## src/rtl/mem_port.sv

```systemverilog
// rtl/mem_port.sv - valid/ready client adapter for the 1-cycle-latency sync RAM with credit-gated response FIFO
module mem_port #(
  parameter int XLEN      = 32,
  parameter int SIZE      = 256,
  parameter int RSP_DEPTH = 3,
  localparam int ADDR     = $clog2(SIZE)
) (
  input  logic            clk,
  input  logic            rst,
  input  logic            req_valid,
  output logic            req_ready,
  input  logic            req_write,
  input  logic [ADDR-1:0] req_addr,
  input  logic [XLEN-1:0] req_wdata,
  output logic            rsp_valid,
  input  logic            rsp_ready,
  output logic [XLEN-1:0] rsp_data,
  output logic            mem_write,
  output logic [ADDR-1:0] mem_write_addr,
  output logic [XLEN-1:0] mem_write_data,
  output logic [ADDR-1:0] mem_read_addr,
  input  logic [XLEN-1:0] mem_read_data
);

  localparam int CW = $clog2(RSP_DEPTH + 1);
  localparam int PW = (RSP_DEPTH > 1) ? $clog2(RSP_DEPTH) : 1;

  logic            rd_pending;
  logic [CW-1:0]   count;
  logic [PW-1:0]   rd_ptr;
  logic [PW-1:0]   wr_ptr;
  logic [XLEN-1:0] fifo [RSP_DEPTH];
  logic [CW:0]     credits_used;
  logic            accept;
  logic            push;
  logic            pop;

  // Pointers wrap at RSP_DEPTH, which need not be a power of two.
  function automatic logic [PW-1:0] ptr_next(input logic [PW-1:0] p);
    return (p == PW'(RSP_DEPTH - 1)) ? '0 : p + PW'(1);
  endfunction

  // Credit check, RAM-side request mapping and response presentation.
  // A read in flight reserves a FIFO slot, so the buffer can never overflow;
  // credits depend only on registered state, never on rsp_ready.
  always_comb begin
    credits_used   = {1'b0, count} + {{CW{1'b0}}, rd_pending};
    req_ready      = !rst && (credits_used < (CW + 1)'(RSP_DEPTH));
    accept         = req_valid && req_ready;
    mem_write      = accept && req_write;
    mem_write_addr = req_addr;
    mem_write_data = req_wdata;
    mem_read_addr  = req_addr;
    rsp_valid      = !rst && (count != '0);
    rsp_data       = fifo[rd_ptr];
    push           = rd_pending;
    pop            = rsp_valid && rsp_ready;
  end

  // Control state: read-latency tracker, FIFO pointers and occupancy.
  always_ff @(posedge clk) begin
    if (rst) begin
      rd_pending <= 1'b0;
      count      <= '0;
      rd_ptr     <= '0;
      wr_ptr     <= '0;
    end else begin
      rd_pending <= accept && !req_write;
      if (push) wr_ptr <= ptr_next(wr_ptr);
      if (pop)  rd_ptr <= ptr_next(rd_ptr);
      case ({push, pop})
        2'b10:   count <= count + CW'(1);
        2'b01:   count <= count - CW'(1);
        default: count <= count;
      endcase
    end
  end

  // Response storage; contents need no reset because count gates visibility.
  always_ff @(posedge clk) begin
    if (!rst && push) fifo[wr_ptr] <= mem_read_data;
  end

endmodule

```

## config.mk

```make
export PLATFORM = sky130hd
export DESIGN_NAME = mem_port
export DESIGN_NICKNAME = d
export VERILOG_FILES = /design/src/rtl/mem_port.sv
export SDC_FILE = /design/constraint.sdc
export NUM_CORES = 1
export LEC_CHECK = 0
export CORE_UTILIZATION = 49
export CTS_BUF_LIST = sky130_fd_sc_hd__clkbuf_2
export DETAILED_ROUTE_END_ITERATION = 16
export PLACE_DENSITY = 0.88
export RECOVER_POWER = 100
export SLEW_MARGIN = 20
export SYNTH_ARGS = -nofsm -noshare
export SYNTH_HDL_FRONTEND = slang
export SYNTH_SLANG_ARGS = --single-unit
```

## constraint.sdc

```tcl
create_clock -name clk -period 5.9 [get_ports clk]
set_clock_uncertainty 0.05 [all_clocks]
set_input_delay 1.18 -clock clk [delete_from_list [all_inputs] [get_ports clk]]
set_output_delay 1.18 -clock clk [all_outputs]
set_load 0.01 [all_outputs]
```

======== Yosys cells after proc, flatten, opt, wreduce, memory -nomap -nowiden ========
Memories as Yosys holds them, arrays and structs flattened. A register that Yosys moved wholly into a read port is not among the register bits.
Index checks and enable logic that the tools add are counted.
operators by class
  div/mod/pow operators ................... 0
  add/subtract/negate cells ............... 5
  bitwise operators ....................... 0
  reduce and logical (&&, ||, !) cells .... 11
  equality and inequality tests ........... 4
  multipliers ............................. 0
  shift operators ......................... 0
  $lt $le $gt $ge ......................... 1
  multiplexer cells ....................... 7
operators by type and width
  kind                                                        number
  two-way mux 2 bit                                           4
  logical AND 1 bit                                           7
  adder 2 x 1 -> 2 bit, second input constant                 3
  equality test 2 bit, second input constant                  3
  one-hot mux 2 bit (2 select lines)                          1
  nonzero test 2 bit                                          2
  adder 2 x 1 -> 3 bit                                        1
  less-than comparator 3 x 2 -> 1 bit, second input constant  1
  equality test 2 x 1 -> 1 bit, second input constant         1
  zero test 1 bit                                             2
  two-way mux 1 bit                                           2
  subtractor 2 x 1 -> 2 bit, second input constant            1
storage, ports and cells
  memory bits (read-only) ................. 0
  latch bits .............................. 0
  memories kept ........................... 1
  word-level logic and storage cells ...... 33
  RAM bits ................................ 96
  bits in registers ....................... 7
memory list
  memory  depth  width  read ports  clocked after memory_dff  write ports  RTL line  text
  fifo    3      32     1           1                         1            32        logic [XLEN-1:0] fifo [RSP_DEPTH];

======== Logic depth before layout (Yosys ltp) ========
  depth in word-level cells ............... 5
  gate-level depth with buffers ........... 7

======== Worst setup path before layout ========
OpenSTA, ideal clock, no wires.
  path kind ............................... in2reg
  start ................................... in rst
  end ..................................... mem fifo[0][0] (enable)
  arrival ................................. 3.637 ns
  path slack .............................. 1.752 ns
  stages on the path ...................... 2
  path buffers ............................ 1
  required time ........................... 5.389 ns
  setup time .............................. 0.461 ns
  cell sequence ........................... clkbuf_1 -> nor3_1
between the ends
  longest elaborated chain between the ends .. 4
ends and longest elaborated chain
  item                                     RTL line  text
  start: declaration                       9         input logic rst,
  zero test 1 bit                          81        if (!rst && push) fifo[wr_ptr] <= mem_read_data;
  logical AND 1 bit                        81
  two-way mux 1 bit                        81
  two-way mux 1 bit (not written as such)  81
  end: declaration                         32
Every way passes these cells.

==> results by group <==
Status
  – Status: finished with violations
  – Failing checks: max-capacitance violations, max-slew violations

STA
  – Fin. Hold Viols: 0
  – Slew headroom: -94.41%
  – Final Max Slew Viols: 99
  – Fmax achieved: 0.2165 GHz
  – Fin crit share: 78.29%
  – Final worst path period need: 4.619 ns
  – Worst Tran Pin Value: 2.905 ns
  – Setup Total Neg Slack: 0 ns
  – RSZ-0062 raised after global routing: no
  – # setup viols final: 0

Detailed routing
  – DRT iter0 DRCs: 155
  – DRT Pass-1 Iters: 4
  – Post-Route WL: 7.551 mm
  – Vias per inst: 5.268
  – Vias: 2260
  – Routed wire per std cell: 17.60 µm
  – DRC violations left: 0
  – Antenna Violating Nets Remaining: 0

GRT
  – Largest net degree at the start of global routing: 65
  – Remaining Overflow, GRT: 0
  – Initial antenna violation count: 0
  – First-pass GRT wire length: 11.16 mm
  – Vias in the first global route: 2120
  – Total Routing Usage GR: 17.17%

Power
  – PD cells: 253.3 nW/µm²
  – Leak: 1.498 nW
  – Worst ir drop on vdd: 209.6 µV

CTS
  – H-Tree Depth: 3
  – CTS root buffer: clkbuf_2
  – CTS tree: done
  – Max clock buf depth: 2
  – # Post-CTS Setup Buffers: 0
  – Post-cts sizing count: 0
  – Total CTS buffers: 9
  – Clk slew on worst S/H paths: 0.26 ns
  – Cts hold-fix bufs: 0
  – Clk_lat worst skew: 0.54 ns
  – # clock sinks: 105

Synthesis
  – Mapped Area: 4289 µm²
  – Yosys reg bits: 105
  – Synth area leader: edfxtp_1
  – Average size of a mapped cell: 14.54 µm²
  – Cells after Synth: 295
  – Syn Nets: 375
  – Share of the synthesized area in the top cell type: 67.21%
  – Ranking of synthesized cells by area: edfxtp_1, buf_4, mux2i_1
  – Yosys warns: 0
  – Seq/Total Area, Yosys: 71.41%
  – Synth cell types: 24

Worst setup path
  – WP data required: 4.67 ns
  – Crit-path max cell delay: 1.71 ns
  – Top delay family on crit path: flip-flops
  – Slowest cell on crit path: dfxtp_1
  – CP max FO: 32
  – Critical Path End Type: primary output
  – Crit path buf inv count: 1
  – CP Cell Sequence: mux2i_1, o21ai_0, dlygate4sd3_1
  – Worst setup SP type: flop
  – Register-to-register setup slack: 2.66 ns
  – Setup Crit Path Kind: reg2out
  – WP data arrival: 3.39 ns

Placed design
  – Dpl hpwl: 4.841 mm
  – Placed insts: 413
  – GP Congestion: 0.7416
  – Port buffer count: 71

Floorplan
  – Die Wd: 95.56 µm
  – Rows: 33
  – Core Area: 8341 µm²
  – Die ar.: 9132 µm²
  – Initial Util: 51.43%
  – Num ports: 160
  – Die height: 95.56 µm

Hold path
  – Hold WC Path Type: reg2reg

Cells and area
  – NumNets Final: 399
  – Syn-to-layout area delta: 12.49%
  – Layout fillers: 649
  – Most frequent cells in the layout: edfxtp_1, dlygate4sd3_1, nand2_1
  – Number of diodes: 0
  – Final design utilization: 57.85%
  – Commonest non-fill, non-tap cell in the layout: edfxtp_1
  – Share of layout cells above drive strength 1: 5.247%
  – Non-Filler Instances: 429

Job
  – Max cap viols: 3
cells in the mapped netlist:
| cell type | n |
|---|---|
| ha_1 | 3 |
| xor2_1 | 1 |
| nor3_1 | 2 |
| mux2i_1 | 32 |
| nand2_1 | 37 |
| inv_1 | 1 |
| a21oi_1 | 4 |
| dfxtp_1 | 9 |
| o21ai_0 | 33 |
| nand2b_1 | 1 |
| o21ai_1 | 1 |
| clkbuf_1 | 7 |
| or3_1 | 2 |
| and2_1 | 1 |
| nand3b_1 | 1 |
| a211oi_1 | 1 |
| xnor2_1 | 1 |
| mux2_2 | 1 |
| or3b_1 | 1 |
| buf_2 | 2 |
| nor2_1 | 6 |
| buf_4 | 51 |
| edfxtp_1 | 96 |
| and3_1 | 1 |
metal layers:
metal / vias up / part of all wire, % / track usage, %
met5: - / 0 / 0
met4: 0 / 2.4 / 8.333
met3: 28 / 6.8 / 4.545
met2: 78 / 52 / 29.23
met1: 1088 / 38 / 20.16
li1: 1066 / - / -
flip-flops by register name, summed over array words and instances, names as in the netlist, named ones only:
register	flops
count	2
fifo	96
push	1
rd_ptr	2
wr_ptr	2
stage by stage:
step / setup slack [ns] / cell area (µm²) / power, mW / hold slack (ns)
2_1_floorplan: 1.752 / 4289 / 0.9208 / 0.4038
3_3_place_gp: 1.750 / 4747 / 0.9507 / 0.4154
3_5_place_dp: 1.719 / 4747 / 0.9548 / 0.4255
4_1_cts: 1.689 / 4848 / 1.244 / 0.4610
5_1_grt: 0.9251 / 4825 / 1.274 / 0.4825
6_report: 1.281 / 4825 / 1.222 / 0.4625
worst reg2reg max path, delay by kind of cell (launching register included):
| family | cells | cell delay, ns |
|---|---|---|
| AND/OR/NAND/NOR | 2 | 1.19 |
| flip-flops | 1 | 0.48 |
| buffers and inverters | 1 | 1.15 |
cell families after synthesis:
| logic type | count (synthesis) | synth area share (%) |
|---|---|---|
| DFF | 105 | 71.41 |
| buffers and inverters | 61 | 9.860 |
| and+or+nand+nor | 52 | 5.105 |
| AOI/OAI and AO/OA | 39 | 4.609 |
| muxes | 33 | 7.731 |
| adders and majority gates | 3 | 0.8752 |
| xor gates and xnor gates | 2 | 0.4085 |
final cells by class:
cell class              instances  area (µm²)  area share (%)
clock buffers                   9       45.04          0.9336
flip-flops and latches        105        3067           63.56
clock inverters                 7       56.30           1.167
multi-input cells             129       803.3           16.65
repair buffers                 73       718.2           14.89
inverters                       1       3.754         0.07780
well taps                     105       131.4           2.723
power by group:
group | switching, mW | total [mW] | internal (mW)
combinational | 0.0382 | 0.0934 | 0.0552
clock | 0.235 | 0.295 | 0.0596
sequential | 0.0141 | 0.834 | 0.820
final timing paths:
check,start,end,cells past startpoint
setup / recovery,flop,rsp_data[17],3
hold / removal,wr_ptr[1],wr_ptr[1],2
setup reg to reg,push,fifo[0][25],3
hold reg to reg,wr_ptr[1],wr_ptr[1],2
Power figures use the tool's default switching activity.
